`src/rtl/regbank_access_seq.sv`:
```
// rtl/regbank_access_seq.sv - read/write access sequencer owning all register_bank controls
// Arbitrates read and write requests onto the bank's single rw port and returns read operands.
module regbank_access_seq #(
  parameter int DATA_W        = 8,
  parameter int IDX_W         = 3,
  parameter int MAX_WR_STREAK = 4
) (
  input  logic              clk,
  input  logic              rst_n,
  input  logic              rd_req_valid,
  output logic              rd_req_ready,
  input  logic [IDX_W-1:0]  rd_req_ia,
  input  logic [IDX_W-1:0]  rd_req_ib,
  output logic              rd_rsp_valid,
  output logic [DATA_W-1:0] rd_rsp_a,
  output logic [DATA_W-1:0] rd_rsp_b,
  input  logic              wr_req_valid,
  output logic              wr_req_ready,
  input  logic [IDX_W-1:0]  wr_req_idx,
  input  logic [DATA_W-1:0] wr_req_data,
  output logic              bank_rw,
  output logic [IDX_W-1:0]  bank_ri_a,
  output logic [IDX_W-1:0]  bank_ri_b,
  output logic [IDX_W-1:0]  bank_ri_d,
  output logic [DATA_W-1:0] bank_d,
  input  logic [DATA_W-1:0] bank_a,
  input  logic [DATA_W-1:0] bank_b,
  output logic              busy
);

  localparam int STREAK_W = $clog2(MAX_WR_STREAK + 1);

  typedef enum logic [1:0] {
    IDLE    = 2'd0,
    WR      = 2'd1,
    RD_WAIT = 2'd2,
    RD_CAP  = 2'd3
  } state_t;

  state_t              r_state;
  state_t              w_state_nxt;
  logic [STREAK_W-1:0] r_streak;
  logic [STREAK_W-1:0] w_streak_nxt;

  logic                r_bank_rw;
  logic [IDX_W-1:0]    r_bank_ri_a;
  logic [IDX_W-1:0]    r_bank_ri_b;
  logic [IDX_W-1:0]    r_bank_ri_d;
  logic [DATA_W-1:0]   r_bank_d;
  logic                r_rsp_valid;
  logic [DATA_W-1:0]   r_rsp_a;
  logic [DATA_W-1:0]   r_rsp_b;
  logic                r_busy;

  logic                w_can_grant;
  logic                w_streak_full;
  logic                w_wr_grant;
  logic                w_rd_grant;

  // RD_WAIT must keep rw low and indices stable while the bank samples them
  assign w_can_grant   = (r_state != RD_WAIT);
  assign w_streak_full = (r_streak == STREAK_W'(MAX_WR_STREAK));
  assign w_wr_grant    = w_can_grant && wr_req_valid && !(rd_req_valid && w_streak_full);
  assign w_rd_grant    = w_can_grant && rd_req_valid && !w_wr_grant;

  assign wr_req_ready  = w_wr_grant;
  assign rd_req_ready  = w_rd_grant;

  always_comb begin
    w_state_nxt = r_state;
    case (r_state)
      RD_WAIT: w_state_nxt = RD_CAP;
      default: begin
        if (w_wr_grant) begin
          w_state_nxt = WR;
        end else if (w_rd_grant) begin
          w_state_nxt = RD_WAIT;
        end else begin
          w_state_nxt = IDLE;
        end
      end
    endcase
  end

  // Streak only counts writes that overtook a waiting read
  always_comb begin
    w_streak_nxt = r_streak;
    if (w_rd_grant || !rd_req_valid) begin
      w_streak_nxt = '0;
    end else if (w_wr_grant && !w_streak_full) begin
      w_streak_nxt = r_streak + STREAK_W'(1);
    end
  end

  always_ff @(posedge clk or negedge rst_n) begin
    if (!rst_n) begin
      r_state  <= IDLE;
      r_streak <= '0;
    end else begin
      r_state  <= w_state_nxt;
      r_streak <= w_streak_nxt;
    end
  end

  always_ff @(posedge clk or negedge rst_n) begin
    if (!rst_n) begin
      r_bank_rw   <= 1'b0;
      r_bank_ri_a <= '0;
      r_bank_ri_b <= '0;
      r_bank_ri_d <= '0;
      r_bank_d    <= '0;
      r_rsp_valid <= 1'b0;
      r_rsp_a     <= '0;
      r_rsp_b     <= '0;
      r_busy      <= 1'b0;
    end else begin
      r_bank_rw   <= w_wr_grant;
      r_rsp_valid <= (r_state == RD_CAP);
      r_busy      <= (w_state_nxt != IDLE);
      if (w_wr_grant) begin
        r_bank_ri_d <= wr_req_idx;
        r_bank_d    <= wr_req_data;
      end
      if (w_rd_grant) begin
        r_bank_ri_a <= rd_req_ia;
        r_bank_ri_b <= rd_req_ib;
      end
      // Bank outputs became valid on the RD_WAIT->RD_CAP edge
      if (r_state == RD_CAP) begin
        r_rsp_a <= bank_a;
        r_rsp_b <= bank_b;
      end
    end
  end

  assign bank_rw      = r_bank_rw;
  assign bank_ri_a    = r_bank_ri_a;
  assign bank_ri_b    = r_bank_ri_b;
  assign bank_ri_d    = r_bank_ri_d;
  assign bank_d       = r_bank_d;
  assign rd_rsp_valid = r_rsp_valid;
  assign rd_rsp_a     = r_rsp_a;
  assign rd_rsp_b     = r_rsp_b;
  assign busy         = r_busy;

endmodule

```
`config.mk`:
```
export PLATFORM = sky130hd
export DESIGN_NAME = regbank_access_seq
export DESIGN_NICKNAME = d
export VERILOG_FILES = /design/src/rtl/regbank_access_seq.sv
export SDC_FILE = /design/constraint.sdc
export NUM_CORES = 1
export LEC_CHECK = 0
export CELL_PAD_IN_SITES_DETAIL_PLACEMENT = 2
export CELL_PAD_IN_SITES_GLOBAL_PLACEMENT = 2
export CORE_UTILIZATION = 28
export CTS_CLUSTER_DIAMETER = 100
export CTS_CLUSTER_SIZE = 25
export DETAILED_ROUTE_END_ITERATION = 8
export HOLD_SLACK_MARGIN = 0.1
export PLACE_DENSITY_LB_ADDON = 0.1
export SETUP_SLACK_MARGIN = 0.05
export SLEW_MARGIN = 5
export SYNTH_ARGS = -nofsm -noshare
export SYNTH_HDL_FRONTEND = slang
export SYNTH_SLANG_ARGS = --single-unit
```
`constraint.sdc`:
```
create_clock -name clk -period 2.28 [get_ports clk]
set_input_delay 0.342 -clock clk [delete_from_list [all_inputs] [get_ports clk]]
set_output_delay 0.342 -clock clk [all_outputs]
set_load 0.05 [all_outputs]
```
==> results.md, run 1 <==
- The share of post-route cells with drive strength above 1 is 0.259.
- The CTS buffer count is 5.
- The CTS H-tree depth is 2.
- The initial standard-cell utilization of the core is 0.294.
- On the final layout, the worst clock skew is 0.00794 ns.
- Among all cell types in the netlist, the one instantiated most often is sky130_fd_sc_hd__dfrtp_1.
- The worst relative slew slack is 0.389.
- The wire length per cell is 15.5 um.
- The net load switching power is roughly 970 uW.
- The final-report setup violation count is 0.
- The number of hold buffers added after CTS was 0.
- TritonCTS built the clock tree.
- The total negative slack is 0 ns.
- Power spread over the standard cell area amounts to between 900 and 1000 nW/um^2.
- The critical path startpoint category is a flop.
- The netlist uses 23 different library cells.
- The number of maximum-capacitance constraint violations is 0.
- The synthesized-area fraction occupied by and/or/nand/nor cells is 0.0626.
- In this run the standard cell core region covers between 5000 and 6000 sq um.
- The tree built by TritonCTS fans out to between 40 and 50 sinks.
- The switching portion of total power is 0.378.
- After synthesis, the share of cell area in mux cells is 0.247.
- The post-synthesis average cell area is 15.6 sq um.
- The antenna diode count is 0.
- The synthesized instance count is roughly 110.
- The last weighted congestion value of the routability-driven placer is between 0.7 and 0.8.
- The first global-routing pass estimated approximately 6500 um of wire.
- The proportion of netlist area held by the largest area contributor is 0.626.
- The critical path arrival is 1.68 ns.
- The die covers 6160 sq um.
- The smallest clock period supported by the final layout is computed as 2.02 ns.
- The via count of the first global-routing pass is 1276.
- The count of buffers added on input and output ports is 74.
- The count of nets left with antenna violations once routing finished came out at 0.
- The number of endpoints with negative hold slack in the final report is 0.
- The total number of vias is 1122.
- For this block, the routed nets add up to 3980 um of wire.
- The highest net fanout along the worst path is 8.
- The internal power of the cells is 1600 uW.
- The critical path is of the flop to primary output type.
- The final layout contains 223 nets.
- By area, the combinational part of the netlist is dominated by multiplexers.
- The largest net degree at the start of global routing is between 40 and 50.
- During I/O placement, the number of pins put on the boundary was 75.
- The initial antenna violation count is 0.
- The summed instance area of the synthesized netlist is 1640 sq um.
- The cell depth of the worst flop-to-flop path is 6.
- The site row count is 27.
- The most used flip-flop cell after synthesis is sky130_fd_sc_hd__dfrtp_1.
- The post-synthesis net count is 144.
- The flow ran to the end, and the final reports show no timing, DRC or antenna violations.
- The fraction of the mapped netlist area in compound gates is 0.0229.
- Of the total synthesized cell area, the portion taken by full adders, half adders and majority gates is 0.0153.
- The design draws 2570 uW.
- STA puts the critical path data required time at slightly below 2 ns.
- After detailed routing, the number of remaining DRC violations is 0.
- The multi-input combinational cells in the finished layout cover a total of about 570 sq um.
- The later-pin clock latency in the skew report is about 0.30 ns.
- The via count normalized by instance count is roughly 4.4.
- The part of the power in combinational logic is 0.407.
- Across the VDD grid, the largest voltage drop is 403 uV.
- The synthesis-to-finish area growth is 57.6%.
- The synthesized design contains 0 enable-type register cells.
- The Yosys step of the flow raised 0 warnings.
- In the global route stage, overall resource usage came out at 0.140.
- Counting flops and latches in the post-synthesis netlist gives 41.
- The fraction of the cycle the final worst path needs is 0.887.
- The maximum buffer depth of the clock tree is 2.
- The capture point of the worst reg-to-reg path is bank_d[3].
- In the synthesized netlist, the cells that appear most often are sky130_fd_sc_hd__dfrtp_1, sky130_fd_sc_hd__mux2_2, sky130_fd_sc_hd__mux2_4.
- The proportion of synthesized flip-flops having asynchronous set or reset is 1.00.
- Ranked by total cell area, the synthesized netlist is headed by sky130_fd_sc_hd__dfrtp_1, sky130_fd_sc_hd__mux2_2, sky130_fd_sc_hd__mux2_4.
- The part of the Yosys area used for sequential elements is 0.626.
- The number of gates resized after cts is 0.
- The final count of pins violating max slew came to 0.
- Setup repair after global routing left no endpoint under its margin.
- At the pin with the least slew margin, the transition time is 0.917 ns.
- For this run the aggregate overflow at the end of global routing stands at 0.
- The highest clock rate is between 0.4 and 0.5 GHz.
- The element type at the critical path end is a primary output.
- The tree is rooted in a sky130_fd_sc_hd__clkbuf_8.
- The sequential cells in the finished layout cover a total of 1030 sq um.
- After clock tree synthesis, the clock-pin slew on the worst setup and hold paths is 0.08 ns.
- The first detailed-routing pass ran for 4 iterations.
- The reg-to-reg startpoint is r_streak[0].
- The half-perimeter wire length after detailed placement is around 3100 um.
- The DRC marker count from the first detailed-route iteration is 33.
- The kind of path behind the tightest hold check is input port to async pin.
- The share of total power dissipated in sequential elements is 0.364.
- The share of total power in the clock network is 0.230.
- Of the total synthesized cell area, the portion taken by XOR and XNOR cells is 0.
- The setup slack of the most critical reg-to-reg path is 0.62 ns.
- The count of buffers added by post-CTS timing repair for setup is 0.
- sky130_fd_sc_hd__dfrtp_1 takes more of the synthesized area than any other cell.
- The static leakage is 0.00111 uW.
- The floorplan step set the die height to 78.5 um.
- The die is 78.5 um wide.
- The number of filler instances in the final layout is 548.
kinds of logic (layout without fill, tap and decap cells):
kind of cell / count (synthesis) / in the layout
adders and majority gates: 2 / 2
and+or+nand+nor: 16 / 16
muxes: 33 / 33
DFF: 41 / 41
buffers and inverters: 8 / 88
AOI/OAI and AO/OA: 5 / 5
layout make-up:
type / count / area share
clock inverters: 3 / 0.0179
multi-input cells: 56 / 0.221
well taps: 72 / 0.0349
flip-flops and latches: 41 / 0.397
clock buffers: 5 / 0.0266
inverters: 5 / 0.00726
repair buffers: 75 / 0.295
power groups by stage:
stage	registers, uW	logic, uW	clock network (uW)
2_1_floorplan	1410	190	0
3_3_place_gp	937	1040	0
3_5_place_dp	951	1060	0
4_1_cts	937	1060	621
5_1_grt	951	1090	648
6_report	934	1040	591
how the worst max path moves through the flow:
stage | start | end | slack [ns] | depth (start not counted)
6_report | r_streak[0] | rd_req_ready | 0.26 | 6
5_1_grt | r_streak[0] | rd_req_ready | 0.09 | 6
4_1_cts | r_streak[0] | rd_req_ready | 0.22 | 6
3_5_place_dp | wr_req_valid | rd_req_ready | 0.27 | 5
3_3_place_gp | wr_req_valid | rd_req_ready | 0.31 | 5
2_1_floorplan | r_streak[0] | wr_req_ready | 0.62 | 6
layout by cell type, fill, tap and decap left out, drive strengths merged:
master          n
clkinv          1
inv             5
nor2            2
clkbuf          5
bufinv          1
buf             4
a21boi          1
nand3           3
or3             1
o21ai           1
nor3            1
clkinvlp        1
nand2           4
o21a            2
a21bo           1
clkdlybuf4s50  71
nand4b          1
ha              2
nor2b           1
mux2           33
nor3b           2
dfrtp          41
nand2b          1
layer usage:
layer | wire (um) | global-route usage | vias up
met3 | 286 | 0.0512 | 5
li1 | - | - | 516
met2 | 2080 | 0.229 | 42
met5 | 0 | 0 | -
met1 | 1560 | 0.169 | 559
met4 | 59 | 0.0500 | 0
worst max-delay path: stages, from the launching register on:
cell and delay [ns]:
sky130_fd_sc_hd__dfrtp_1 0.41, sky130_fd_sc_hd__inv_1 0.09, sky130_fd_sc_hd__ha_1 0.21, sky130_fd_sc_hd__a21bo_2 0.18, sky130_fd_sc_hd__nand3_2 0.19, sky130_fd_sc_hd__inv_1 0.16, sky130_fd_sc_hd__buf_12 0.14
state kept, by name (all words and copies together), names as in the netlist:
name          flops
bank_ri_b         3
busy              1
bank_rw           1
bank_d            8
r_state           2
r_streak          3
rd_rsp_valid      1
bank_ri_d         3
rd_rsp_b          8
bank_ri_a         3
rd_rsp_a          8
metrics by stage:
| step | hold WS (ns) | util | std cells | setup WS, ns | instance area (sq um) |
|---|---|---|---|---|---|
| after global placement | 0.486 | 0.443 | 249 | 0.313 | 2470 |
| after floorplan | 0.0464 | - | 105 | 0.619 | 1640 |
| after CTS | 0.206 | 0.464 | 257 | 0.221 | 2580 |
| after global routing | 0.238 | 0.464 | 257 | 0.0912 | 2580 |
| final | 0.179 | 0.464 | 257 | 0.257 | 2580 |
| after detailed placement | 0.495 | 0.443 | 249 | 0.267 | 2470 |
No activity file was read; power rests on OpenSTA's default activity.
==> run 2: changes to the inputs <==
--- a/config.mk
+++ b/config.mk
@@ -5,7 +5,7 @@
 export SDC_FILE = /design/constraint.sdc
 export NUM_CORES = 1
 export LEC_CHECK = 0
-export CELL_PAD_IN_SITES_DETAIL_PLACEMENT = 2
+export CELL_PAD_IN_SITES_DETAIL_PLACEMENT = 1
 export CELL_PAD_IN_SITES_GLOBAL_PLACEMENT = 2
 export CORE_UTILIZATION = 28
 export CTS_CLUSTER_DIAMETER = 100
==> results.md, run 2 (synthesized netlist as in run 1, its figures left out) <==
- Result of the run: finished, final reports clean (unchanged).
- The highest clock rate is 0.487 GHz (was 0.494 GHz).
- The via count of the first global-routing pass is 1245 (was 1276).
- The number of routed nets with antenna violations is 0 (unchanged).
- The fraction of the cycle the final worst path needs is 0.901 (was 0.887).
- The TritonCTS clock tree is built (unchanged).
- The last weighted congestion value of the routability-driven placer was 0.779 (unchanged).
- The count of nets after finishing came to 223 (unchanged).
- The final-report setup violation count is 0 (unchanged).
- The kind of path behind the tightest hold check is input port to async pin (unchanged).
- The antenna diode count came to 0 (unchanged).
- The maximum buffer depth of the clock tree was 2 (unchanged).
- The critical path startpoint category is a flop (unchanged).
- The number of top-level pins came to 75 (unchanged).
- The total power divided by cell area was 1020 nW/um^2 (was 994 nW/um^2).
- The number of maximum-capacitance constraint violations is 0 (unchanged).
- The largest net degree at the start of global routing is 42 (unchanged).
- The post-route clock skew was 0.00496 ns (was 0.00794 ns).
- The hold buffer count at cts is 0 (unchanged).
- The die span in y is 78.5 um (unchanged).
- The setup slack of the most critical reg-to-reg path is 0.58 ns (was 0.62 ns).
- The required time at the worst-slack endpoint is 1.94 ns (about the same).
- The worst relative slew slack is 0.380 (was 0.389).
- The capture point of the worst reg-to-reg path is bank_d[5] (was bank_d[3]).
- The overall fraction of global-route tracks in use is 0.136 (was 0.140).
- The startpoint of the most critical setup path is r_streak[0] (unchanged).
- The initial antenna violation count came to 0 (unchanged).
- The area enclosed by the die boundary is 6160 sq um (unchanged).
- The static leakage is 0.00113 uW (was 0.00111 uW).
- The number of gates resized after cts is 0 (unchanged).
- Top library cells by usage in the layout, fill and taps aside: sky130_fd_sc_hd__clkdlybuf4s50_1, sky130_fd_sc_hd__dfrtp_1, sky130_fd_sc_hd__mux2_2 (unchanged).
- The cell type of the slowest stage on the worst timing path was sky130_fd_sc_hd__dfrtp_1 (unchanged).
- Critical-path cell list: inv_1, ha_1, a21bo_2, nand3_2, inv_1, buf_12 (unchanged).
- The critical path arrival is 1.71 ns (was 1.68 ns).
- The first-pass detailed-route iteration total is 4 (unchanged).
- The cell repeated most along the worst path is sky130_fd_sc_hd__inv_1 (unchanged).
- The clock sink count came to 41 (unchanged).
- The cell at the root of the clock tree is sky130_fd_sc_hd__clkbuf_8 (unchanged).
- The worst supply voltage drop on vdd is 355 uV (was 403 uV).
- The synthesis-to-finish area growth is 58.8% (was 57.6%).
- The post-detailed-routing wire length is 3830 um (was 3980 um).
- The share of post-route cells with drive strength above 1 is 0.259 (unchanged).
- The later-pin clock latency in the skew report came to 0.29 ns (was 0.30 ns).
- The core region area is 5570 sq um (unchanged).
- The total negative slack is 0 ns (unchanged).
- The die extent in x is 78.5 um (unchanged).
- Setup repair after global routing missed its margin: false (unchanged).
- The minimum hold slack is 0.181 ns (was 0.179 ns).
- The reg-to-reg startpoint was r_streak[0] (unchanged).
- The combined buffer and inverter count along the critical path is 3 (unchanged).
- The cell depth of the worst flop-to-flop path is 6 (unchanged).
- The highest net fanout along the worst path is 8 (unchanged).
- The CTS buffer count is 5 (unchanged).
- The DRC marker count from the first detailed-route iteration was 32 (was 33).
- The count of buffers added by post-CTS timing repair for setup is 0 (unchanged).
- The most common library cell in the layout ignoring fill and taps is sky130_fd_sc_hd__clkdlybuf4s50_1 (unchanged).
- The transition time at the pin with the least slew margin is 0.930 ns (was 0.917 ns).
- The clock edge transition at the registers on the reported setup and hold paths is 0.08 ns (about the same).
- The critical setup path kind is flop to primary output (unchanged).
- The cell class contributing the biggest share of worst-path delay is flip-flops (unchanged).
- The CTS H-tree depth is 2 (unchanged).
- The global-route wire length before repair is 6380 um (was 6500 um).
- The total grt overflow was 0 (unchanged).
- The element type at the critical path end is a primary output (unchanged).
- The number of endpoints with negative hold slack in the final report is 0 (unchanged).
- The wire length per cell was 14.9 um (was 15.5 um).
- The delay contributed by the slowest stage of the critical path was 0.41 ns (about the same).
- The site row count is 27 (unchanged).
- The initial standard-cell utilization of the core came to 0.294 (unchanged).
- The half-perimeter wire length after detailed placement is 2840 um (was 3060 um).
- The post-route minimum period is 2.05 ns (was 2.02 ns).
- The remaining design rule violation count is 0 (unchanged).
- The final count of pins violating max slew is 0 (unchanged).
- The via count normalized by instance count is 4.39 (was 4.37).
- The count of input and output buffers is 74 (unchanged).
- The number of filler instances in the final layout is 585 (was 548).
- The total number of vias came to 1128 (was 1122).
-- run 2: per-stage QoR --
step	worst slack, ns	std cells	cell area, sq um	utilization	power, uW
after floorplan	0.619	105	1640	-	1600
after global placement	0.313	249	2470	0.443	1970
after detailed placement	0.273	249	2470	0.443	2000
after CTS	0.220	257	2600	0.467	2700
after global routing	0.117	257	2600	0.467	2790
final	0.226	257	2600	0.467	2660
-- run 2: cell type report --
type,instances,area (sq um),area share
clock buffer,5,68.8,0.0264
clock inverter,3,65.1,0.0250
inverter,5,18.8,0.00721
multi-input combinational,56,571,0.219
sequential,41,1030,0.394
tap,72,90.1,0.0346
timing repair buffer,75,763,0.293
-- run 2: report_power, final --
part | leakage, uW | internal (uW) | switching [uW]
Sequential | 0.000485 | 862 | 68.9
Combinational | 0.000573 | 408 | 632
Clock | 0.0000681 | 435 | 256
Total | 0.00113 | 1710 | 957
-- run 2: routing by layer --
layer	wire, um	up-vias	global-route usage
met5	0	-	0
met3	258	8	0.0477
met1	1580	561	0.163
met2	1920	44	0.222
met4	71	0	0.0519
li1	-	515	-
-- run 2: worst max path at each step --
stage | endpoint | depth (start not counted) | slack, ns
floorplan | wr_req_ready | 6 | 0.62
global placement | rd_req_ready | 5 | 0.31
detailed placement | rd_req_ready | 5 | 0.27
CTS | rd_req_ready | 6 | 0.22
global route | rd_req_ready | 6 | 0.12
finish | rd_req_ready | 6 | 0.23
-- run 2: worst reg2reg max path, stage by stage (launching register included) --
cell and delay (ns):
sky130_fd_sc_hd__dfrtp_1 0.41, sky130_fd_sc_hd__inv_1 0.10, sky130_fd_sc_hd__ha_1 0.22, sky130_fd_sc_hd__nand3_1 0.16
sky130_fd_sc_hd__nand3_4 0.19, sky130_fd_sc_hd__buf_4 0.20, sky130_fd_sc_hd__mux2_4 0.31
==> RTL edit: new RTL, flow settings as in run 2 <==
Reset style: synchronous (`rst_n`), changed in 2 clocked blocks.
--- a/src/rtl/regbank_access_seq.sv
+++ b/src/rtl/regbank_access_seq.sv
@@ -94,3 +94,3 @@
 
-  always_ff @(posedge clk or negedge rst_n) begin
+  always_ff @(posedge clk) begin
     if (!rst_n) begin
@@ -104,3 +104,3 @@
 
-  always_ff @(posedge clk or negedge rst_n) begin
+  always_ff @(posedge clk) begin
     if (!rst_n) begin
Formal check against the unedited RTL: differs if rst_n is asserted again (counterexample within 4 cycles, from zero or initial values and one cycle with rst_n low); with rst_n held inactive, the same outputs for 10 cycles.
==> RTL edit against run 2 <==
  * Via count is 26% higher
  * Critical path depth is 1 lower
  * Core utilization is 1.2 points higher
  * Non-clock buffer count is 2 higher
  * Routed wire length is 3.3% higher
  * Largest cell class unchanged
  * Cell area is 3.1% lower
  * Hold slack better by 0.28 ns
  * Setup slack better by 0.11 ns
  * Sequential cell count stayed put
  * Sequential share of layout area is 6.9 points lower
  * Critical path type unchanged
  * Area after synthesis is 3.5% lower
Power is not compared: it rests on default switching activity, and its combinational part moved more than twofold at a synthesized area within 25%.
==> RTL edit: results (changes against run 2) <==
status: "finished, final reports clean"  # unchanged
rr_startpoint: "r_streak[0]"  # unchanged
dp_hpwl_um: 2840  # about the same
reg2regPathDepth: 5  # was 6
hp-class: "reg -> reg"  # was in -> async
dpl_worst_slack_ns: 0.337  # was 0.273 ns
reg2reg_to: "bank_d[0]"  # was bank_d[5]
grt_pass1_vias: 1367  # was 1245
cts-root-buf: "clkbuf_8"  # unchanged
cp_max_fo: 13  # was 8
crit_end: "wr_req_ready"  # was rd_req_ready
worst_slack_ns: 0.332  # was 0.226 ns
cts.repair.resized: 0  # unchanged
grt_pass1_wl_um: 6340  # was 6380 um
slew_headroom_pct: 61.9  # was 38.0%
placed_cell_area_um2: 2390  # was 2470 um2
synth_compound_area_share_pct: 8.23  # was 2.29%
dp.cells: 319  # was 249
syn_nets: 222  # was 144
ys_seq_area_share_pct: 51.9  # was 62.6%
layout.nets: 295  # was 223
timing.hold.ws_ns: 0.456  # was 0.181 ns
yosys-top-cells-area: "dfxtp_1 52%, nand2_1 17%, mux2i_1 11%"  # was dfrtp_1 63%, mux2_2 16%, mux2_4 8.2%
grt_use_total_pct: 13.8  # was 13.6%
wirelength_um: 3960  # was 3830 um
fillCellCount: 630  # was 585
drive_above_1_share_pct: 6.61  # was 25.9%
stdcell_count: 327  # was 257
combPwrFrac_pct: 18.4
synth_commonest_cells: "70 x nand2_1, 41 x dfxtp_1, 22 x a21oi_1"  # was 41 x dfrtp_1, 24 x mux2_2, 9 x mux2_4
synth_top_family_by_area: "simple AND/OR/NAND/NOR gates"  # was multiplexers
grt_max_degree: 20  # was 42
r2r_slack_ns: 0.85  # was 0.58 ns
==> RTL edit: cell type report <==
| type | count | area share, % |
|---|---|---|
| clock buffer | 5 | 2.73 |
| clock inverter | 3 | 2.58 |
| inverter | 3 | 0.446 |
| multi-input combinational | 128 | 27.2 |
| sequential | 41 | 32.5 |
| tap | 70 | 3.47 |
| timing repair buffer | 77 | 31.1 |
==> RTL edit: critical path: stages (launching register included) <==
cell and delay [ns]:
dfxtp_1 0.37, inv_1 0.06, ha_1 0.23, nand3_1 0.11
and3_4 0.36, buf_12 0.18
==> RTL edit: metal layers <==
metal  wire length, um  up-vias  GRT usage [%]
met2              1790       55           22.4
met1              1770      627           15.5
li1                  -      733              -
met5                 0        -              0
met4                79        0           7.36
met3               311        8           5.12
==> RTL edit: through the flow <==
stage                     utilization, %  power (uW)
after floorplan                        -         966
after global placement              45.3        1110
after detailed placement            45.3        1110
after CTS                           47.9        1800
after global routing                47.9        1840
final                               47.9        1770
